==> config.mk <==
export PLATFORM = sky130hd
export DESIGN_NAME = usbh_report_uart_hex
export DESIGN_NICKNAME = d
export VERILOG_FILES = /design/src/rtl/usbh_report_uart_hex.sv
export SDC_FILE = /design/constraint.sdc
export NUM_CORES = 1
export LEC_CHECK = 0
export ABC_AREA = 1
export CAP_MARGIN = 10
export CORE_UTILIZATION = 57
export CTS_BUF_LIST = sky130_fd_sc_hd__clkbuf_4 sky130_fd_sc_hd__clkbuf_8
export DETAILED_ROUTE_END_ITERATION = 7
export PLACE_DENSITY_LB_ADDON = 0.25
export SETUP_SLACK_MARGIN = 0.5
export SYNTH_ARGS = -nofsm -noshare
export SYNTH_HDL_FRONTEND = slang
export SYNTH_SLANG_ARGS = --single-unit
==> constraint.sdc <==
create_clock -name clk -period 2.8 [get_ports clk]
set_input_delay 0.56 -clock clk [delete_from_list [all_inputs] [get_ports clk]]
set_output_delay 0.56 -clock clk [all_outputs]
set_load 0.01 [all_outputs]
==> src/rtl/usbh_report_uart_hex.sv <==
// usbh_report_uart_hex: streams each HID report as uppercase ASCII hex plus CR LF over an 8N1 UART.
module usbh_report_uart_hex #(
  parameter int C_report_length = 20,
  parameter int C_clk_freq      = 6000000,
  parameter int C_baud          = 115200,
  parameter int C_only_changes  = 1
) (
  input  logic                         clk,
  input  logic                         resetn,
  input  logic [8*C_report_length-1:0] hid_report,
  input  logic                         hid_valid,
  output logic                         uart_txd,
  output logic                         busy,
  output logic [7:0]                   dropped
);
  localparam int N   = C_report_length;
  localparam int DIV = C_clk_freq / C_baud;
  localparam int BW  = $clog2(DIV);
  localparam int IW  = $clog2(2 * N + 2);
  typedef enum logic [1:0] {IDLE, LOAD, SHIFT} state_t;
  state_t          state_q, state_d;
  logic [8*N-1:0]  last_q, last_d;
  logic            first_q, first_d;
  logic [IW-1:0]   idx_q, idx_d;
  logic [BW-1:0]   baud_q, baud_d;
  logic [3:0]      bit_q, bit_d;
  logic [9:0]      shift_q, shift_d;
  logic            txd_q, txd_d;
  logic [7:0]      dropped_q, dropped_d;
  logic [7:0]      byt, char;
  logic [3:0]      nib;
  logic            accept;
  // The last-sent register doubles as the shadow copy being transmitted.
  always_comb begin
    byt     = 8'(last_q >> {idx_q[IW-1:1], 3'b000});
    nib     = idx_q[0] ? byt[3:0] : byt[7:4];
    char    = idx_q == IW'(2 * N) ? 8'h0D :
              idx_q == IW'(2 * N + 1) ? 8'h0A :
              nib < 4'd10 ? 8'h30 + {4'h0, nib} : 8'h37 + {4'h0, nib};
    accept  = hid_valid && state_q == IDLE &&
              (first_q || C_only_changes == 0 || hid_report != last_q);
    state_d = state_q;
    last_d  = last_q;
    first_d = first_q;
    idx_d   = idx_q;
    baud_d  = baud_q;
    bit_d   = bit_q;
    shift_d = shift_q;
    case (state_q)
      IDLE: if (accept) begin
        last_d  = hid_report;
        first_d = 1'b0;
        idx_d   = '0;
        state_d = LOAD;
      end
      LOAD: begin
        shift_d = {1'b1, char, 1'b0};
        baud_d  = '0;
        bit_d   = '0;
        state_d = SHIFT;
      end
      SHIFT: begin
        baud_d = baud_q + 1'b1;
        if (baud_q == BW'(DIV - 1)) begin
          baud_d  = '0;
          shift_d = {1'b1, shift_q[9:1]};
          bit_d   = bit_q + 4'd1;
          if (bit_q == 4'd9) begin
            state_d = idx_q == IW'(2 * N + 1) ? IDLE : LOAD;
            idx_d   = idx_q == IW'(2 * N + 1) ? idx_q : idx_q + 1'b1;
          end
        end
      end
      default: state_d = IDLE;
    endcase
    txd_d     = state_q == SHIFT ? shift_q[0] : 1'b1;
    dropped_d = hid_valid && state_q != IDLE && dropped_q != 8'hFF ? dropped_q + 8'd1 : dropped_q;
  end
  always_ff @(posedge clk or negedge resetn) begin
    if (!resetn) begin
      state_q   <= IDLE;
      last_q    <= '0;
      first_q   <= 1'b1;
      idx_q     <= '0;
      baud_q    <= '0;
      bit_q     <= '0;
      shift_q   <= '1;
      txd_q     <= 1'b1;
      dropped_q <= '0;
    end else begin
      state_q   <= state_d;
      last_q    <= last_d;
      first_q   <= first_d;
      idx_q     <= idx_d;
      baud_q    <= baud_d;
      bit_q     <= bit_d;
      shift_q   <= shift_d;
      txd_q     <= txd_d;
      dropped_q <= dropped_d;
    end
  end
  assign uart_txd = txd_q;
  assign busy     = state_q != IDLE;
  assign dropped  = dropped_q;
endmodule

After elaboration in Yosys (flattened, before gate mapping):

Index checks and enable logic that the tools add are counted.

* flip-flop bits (word level): 198
* input bits: 163
* output and inout bits: 10
* logic and storage cells: 63

* add/sub/neg operators: 6
* $lt $le $gt $ge: 1
* equality and inequality tests: 12
* shift-type cells: 1
* mux-type cells: 21
* reductions and logical operators: 13

Operators by type and width (number)
* inequality test 160 bit: 1
* >> shifter 160 x 8 -> 8 bit: 1
* 2-to-1 mux 6 bit: 5
* case mux 6 bit (2 select lines): 2
* 2-to-1 mux 7 bit: 3
* case mux 10 bit (2 select lines): 1
* equality test 6 bit (second input constant): 3
* adder 6 x 4 -> 7 bit (first input constant): 2
* adder 6 x 1 -> 6 bit (second input constant): 2
* 2-to-1 mux 10 bit: 1
* adder 8 x 1 -> 8 bit (second input constant): 1
* 2-to-1 mux 4 bit: 2
* inequality test 2 bit (second input constant): 4
* inequality test 8 bit (second input constant): 1
* case mux 4 bit (2 select lines): 1
* 2-to-1 mux 2 bit: 3
* case mux 2 bit (3 select lines): 1
* nonzero test 2 bit: 3
* AND reduction 5 bit: 1
* adder 4 x 1 -> 4 bit (second input constant): 1
* equality test 4 bit (second input constant): 1
* logical AND 1 bit: 4
* less-than comparator 4 bit (second input constant): 1
* AND reduction 2 bit: 2
* other kinds (6): 7

Depth between registers and ports, before layout:

* depth in word-level cells: 7
* depth in mapped cells: 19
* gate-level depth less buffers: 17

Worst setup path before layout:

No wires, ideal clock.

* kind: register to register
* start: register idx_q[1]
* end: register shift_q[2]
* library setup time: 0.068 ns
* data arrival time: 1.967 ns
* required time: 2.732 ns
* path slack: 0.765 ns
* cell stages (with the launch flop): 16
* buffers on the path: 3
* period minus slack after synthesis: 2.035 ns
* cell sequence: dfrtp_1 > buf_4 > buf_4 > buf_2 > o21ai_0 > o21ai_0 > nand3b_1 > nand3_1 > nand2_1 > nand2_1 > ha_1 > inv_1 > nand3_1 > nand2_1 > nand2_1 > a21oi_2

* cells in the longest elaborated chain, start to end: 7
* elaborated cells on any way between the ends: 11
* classes of those cells: add/sub: 2; order compare: 1; eq/ne: 2; shift: 1; mux: 5

Ends and longest elaborated chain
* start, declared: RTL line 24 `logic [IW-1:0] idx_q, idx_d;`
* start signal, assigned: RTL line 94 `idx_q <= idx_d;`
* >> shifter 160 x 8 -> 8 bit: RTL line 35 `byt = 8'(last_q >> {idx_q[IW-1:1], 3'b000});`
* 2-to-1 mux 4 bit: RTL line 36 `nib = idx_q[0] ? byt[3:0] : byt[7:4];`
* adder 6 x 4 -> 7 bit or less-than comparator 4 bit (tied branches): RTL line 39 `nib < 4'd10 ? 8'h30 + {4'h0, nib} : 8'h37 + {4'h0, nib};`
* 2-to-1 mux 7 bit: RTL line 39
* 2-to-1 mux 7 bit: RTL line 38 `idx_q == IW'(2 * N + 1) ? 8'h0A :`
* 2-to-1 mux 7 bit *: RTL line 37 `char = idx_q == IW'(2 * N) ? 8'h0D :`
* case mux 10 bit (2 select lines) *: RTL line 49 `case (state_q)`
* end signal, assigned: RTL line 97 `shift_q <= shift_d;`
* end, declared: RTL line 27 `logic [9:0] shift_q, shift_d;`

Mark *: on every way between the ends. The rest lies on a longest branch, timed or not.
A chain may end at the register's enable or synchronous reset.

Worst setup path after layout:

* start: input hid_report[99]
* end: register last_q[25]

* cells in the longest elaborated chain, start to end: 4

Ends and longest elaborated chain
* start, declared: RTL line 10 `input logic [8*C_report_length-1:0] hid_report,`
* inequality test 160 bit: RTL line 41 `(first_q || C_only_changes == 0 || hid_report != last_q);`
* logical OR 1 bit: RTL line 41
* logical AND 1 bit: RTL line 40 `accept = hid_valid && state_q == IDLE &&`
* AND reduction 2 bit (no line)
* end signal, assigned: RTL line 92 `last_q <= last_d;`
* end, declared: RTL line 22 `logic [8*N-1:0] last_q, last_d;`

Every way passes these cells.

==> reports/qor.log <==
qor: timing.maxClockFrequency 403 MHz
qor: route.route.met2.wl 19.5 mm
qor: status.outcome finished, final reports clean
qor: timing.layout_min_cycle_time 2.48 ns
qor: route.detailedRoute.firstPassIterationCount 7
qor: global_route.number_of_antenna_violations_at_the_first_check_in_global_routing 1
qor: cts.clkLatencyLatePin 0.51 ns
qor: route.vias 13400
qor: placement.placement.cell_area 0.0144 sq mm
qor: floorplanning.die_h 148 um
qor: route.detail_route.vias_per_cell 5.81
qor: logic_synthesis.post_synth_instance_area 0.0121 sq mm
qor: floorplanning.die_width 148 um
qor: final_layout.final_area 0.0161 sq mm
qor: global_route.grt_pass1_vias 11900
qor: logic_synthesis.synth.distinct_cells 34
qor: cts.ctsRootBufferMaster clkbuf_8
qor: final_layout.num_antenna_cells 0
qor: logic_synthesis.netlist.area_leader.share 38.4%
qor: timing.fin_ws 0.318 ns
qor: global_route.grt_pass1_wl 61.3 mm
qor: timing.sum_neg_setup_slack 0 ns
qor: worst_hold_path.hold_path_class in -> async
qor: logic_synthesis.synth_warnings 0
qor: timing.maxSlewViolCount 0
qor: worst_setup_path.setup.worst_path.class in -> reg
qor: route.drc 0
qor: timing.skew 0.0251 ns
qor: placement.post-place-ws -0.295 ns
qor: final_layout.areaGrowthSynthToFinish 32.8%
qor: cts.clkSinkCount 197
qor: timing.rsz0062_at_grt yes
qor: worst_setup_path.timing.critical_path.fanout_max 8
qor: timing.hold_violations 0
qor: final_layout.finalNetCount 2195
qor: power.power.leakage 0.00811 uW
qor: route.wirelength 43.1 mm
qor: timing.fin_hold_ws 0.0333 ns
qor: job.cap_viol_max_count 0
qor: global_route.grt_usage 36.6%
qor: cts.htreeDepth 4
qor: cts.cts-buffers-inserted 17
qor: logic_synthesis.number_of_synthesized_register_bits 197
qor: logic_synthesis.synth.avg_cell_area 6.75 sq um
qor: global_route.pin_count_of_the_biggest_net_entering_global_routing 59
qor: logic_synthesis.yosys.area.top_type dfrtp_1
qor: floorplanning.placeableCoreArea 0.0206 sq mm
qor: route.detail_route.wirelength.met1 16.0 mm
qor: timing.worst-slew-pin-transition 0.512 ns
qor: floorplanning.floorplan.initialDensity 58.9%
qor: placement.numPlacedInstances 2217
qor: route.met3_length 5.48 mm
qor: timing.slew_headroom 65.8%
qor: final_layout.final_layout_size_suffix_gt1_share 13.5%
qor: placement.gp_routability_congestion 0.934
qor: power.ir_drop 0.424 mV
qor: floorplanning.die_area 0.0218 sq mm
qor: route.topRoutingLayerUsed met5
qor: logic_synthesis.ys_seq_area_share 40.8%
qor: route.drt-initial-drc-count 1505
qor: global_route.gr-total-overflow 0
qor: placement.port_buffers 172
qor: power.power_per_cell_area 933 mW/mm^2
qor: cts.holdBufCountCts 0
qor: floorplanning.rows 52
qor: cts.clk_path_buf_depth 2
qor: placement.hpwl 29.1 mm
qor: worst_setup_path.critical_path.startpoint_type primary input
qor: final_layout.mostFrequentLayoutCells nand2_1 (616), inv_1 (252), dfrtp_1 (182)
qor: final_layout.post_layout_nonfiller_instances 2303
qor: worst_setup_path.worst_ep_arrival_time 2.90 ns
qor: logic_synthesis.synth_fp_nets 1970
qor: worst_setup_path.timing.critical_path.required 3.22 ns
qor: timing.min_period_over_period 88.6%
qor: cts.clkTransAtPathRegs 0.11 ns
qor: timing.setup_violations 0
qor: logic_synthesis.postSynthCellCount 1795
qor: floorplanning.ioPinCount 173
qor: worst_setup_path.setup.worst_path.end_class register
qor: route.routed_wire_length_per_instance 18.7 um
qor: final_layout.commonest_non_fill_non_tap_cell_in_the_layout nand2_1
qor: cts.cts_tree done
qor: route.final_antenna_net_count 0
qor: logic_synthesis.synthTopCellsByArea dfrtp_1 (38%), nand2_1 (20%), inv_1 (8.1%), o21ai_0 (7.7%), nand3_1 (3.8%)
-- Yosys cell counts --
| master | n |
|---|---|
| nand2_2 | 10 |
| nand4_1 | 43 |
| a21oi_2 | 1 |
| nor2_4 | 1 |
| o22ai_1 | 13 |
| a21oi_1 | 31 |
| clkbuf_1 | 18 |
| nand3_1 | 91 |
| nor2_1 | 120 |
| a22oi_1 | 1 |
| buf_2 | 38 |
| buf_6 | 2 |
| nand3_2 | 7 |
| inv_2 | 4 |
| nor3_1 | 15 |
| nand2_4 | 2 |
| inv_1 | 260 |
| clkinv_1 | 2 |
| ha_1 | 12 |
| and3_1 | 2 |
| nand2_1 | 655 |
| o211ai_1 | 6 |
| xnor2_1 | 41 |
| dfstp_2 | 11 |
| nand3b_1 | 2 |
| dfrtp_1 | 186 |
| o21ai_0 | 186 |
| or2_2 | 11 |
| a31oi_1 | 1 |
| nor4_1 | 1 |
| buf_4 | 6 |
| xor2_1 | 11 |
| o21ai_1 | 4 |
| o221ai_1 | 1 |
-- layer usage --
metal / track usage, % / vias to the layer above
met5: 0 / -
li1: - / 6045
met3: 6.14 / 197
met2: 59.4 / 1009
met4: 13.8 / 2
met1: 49.3 / 6125
-- sequential cells by signal, summed over array words and instances (netlist names) --
register	count
idx_q	6
baud_q	6
last_q	160
bit_q	4
uart_txd	1
dropped	8
state_q	2
shift_q	9
first_q	1
-- cells by family after synthesis --
group                    Yosys count  share of synthesized area (%)
AND/OR/NAND/NOR                  960                           32.8
XOR/XNOR                          52                           3.76
flip-flops                       197                           40.8
buffers and inverters            330                           10.9
adder cells (fa/ha/maj)           12                           1.24
AO/OA/AOI/OAI                    244                           10.4
-- area by class of cell --
type                       instances  area [sq um]
inverter                         266          1020
clock buffer                      17           234
sequential                       197          4950
timing repair inverter             2          11.3
fill                            1474          4480
clock inverter                    15           170
multi-input combinational       1269          6250
timing repair buffer             267          3110
tap                              270           338
-- where the power goes --
group          internal (uW)  switching (uW)  total, uW
clock                    746            1180       1920
sequential              4120            1270       5390
combinational           3240            4450       7690
-- what timing repair did --
| item | CTS | global route |
|---|---|---|
| cloned | 3 | 21 |
| endpoints found under the setup margin | 177 | 177 |
| pin swaps | 14 | 46 |
| gates resized for setup | 38 | 178 |
| setup buffers | 8 | 22 |
-- final timing paths --
kind / cells past startpoint / slack, ns / from / to
max in group asynchronous: 2 / 2.01 / resetn / last_q[132]$_DFFE_PN0P_
worst max-delay path: 16 / 0.32 / hid_report[99] / last_q[25]$_DFFE_PN0P_
min in group clk: 3 / 0.32 / hid_report[47] / last_q[47]$_DFFE_PN0P_
worst min-delay path: 1 / 0.03 / resetn / last_q[19]$_DFFE_PN0P_
worst max register to register: 14 / 0.39 / last_q[99]$_DFFE_PN0P_ / last_q[25]$_DFFE_PN0P_
worst min register to register: 2 / 0.48 / shift_q[3]$_DFFE_PN1P_ / shift_q[3]$_DFFE_PN1P_
-- stage by stage --
stage | util (%) | power (uW)
CTS | 73.0 | 13500
global route | 78.2 | 15900
finish | 78.2 | 15000
global placement | 70.1 | 11100
detailed placement | 70.1 | 11400
floorplan | - | 9080
-- worst max-delay path, cell delays in order --
cell,delay (ns)
clkdlybuf4s50_1,0.45
inv_1,0.07
nand2_1,0.06
o21ai_0,0.09
nor2_1,0.17
nand2_1,0.11
nor2_2,0.27
nand3_2,0.17
nor2_2,0.15
nand3_4,0.14
nand2_8,0.13
buf_6,0.13
buf_16,0.13
clkbuf_16,0.15
nand2_2,0.04
o21ai_1,0.08
Power figures use the tool's default switching activity.
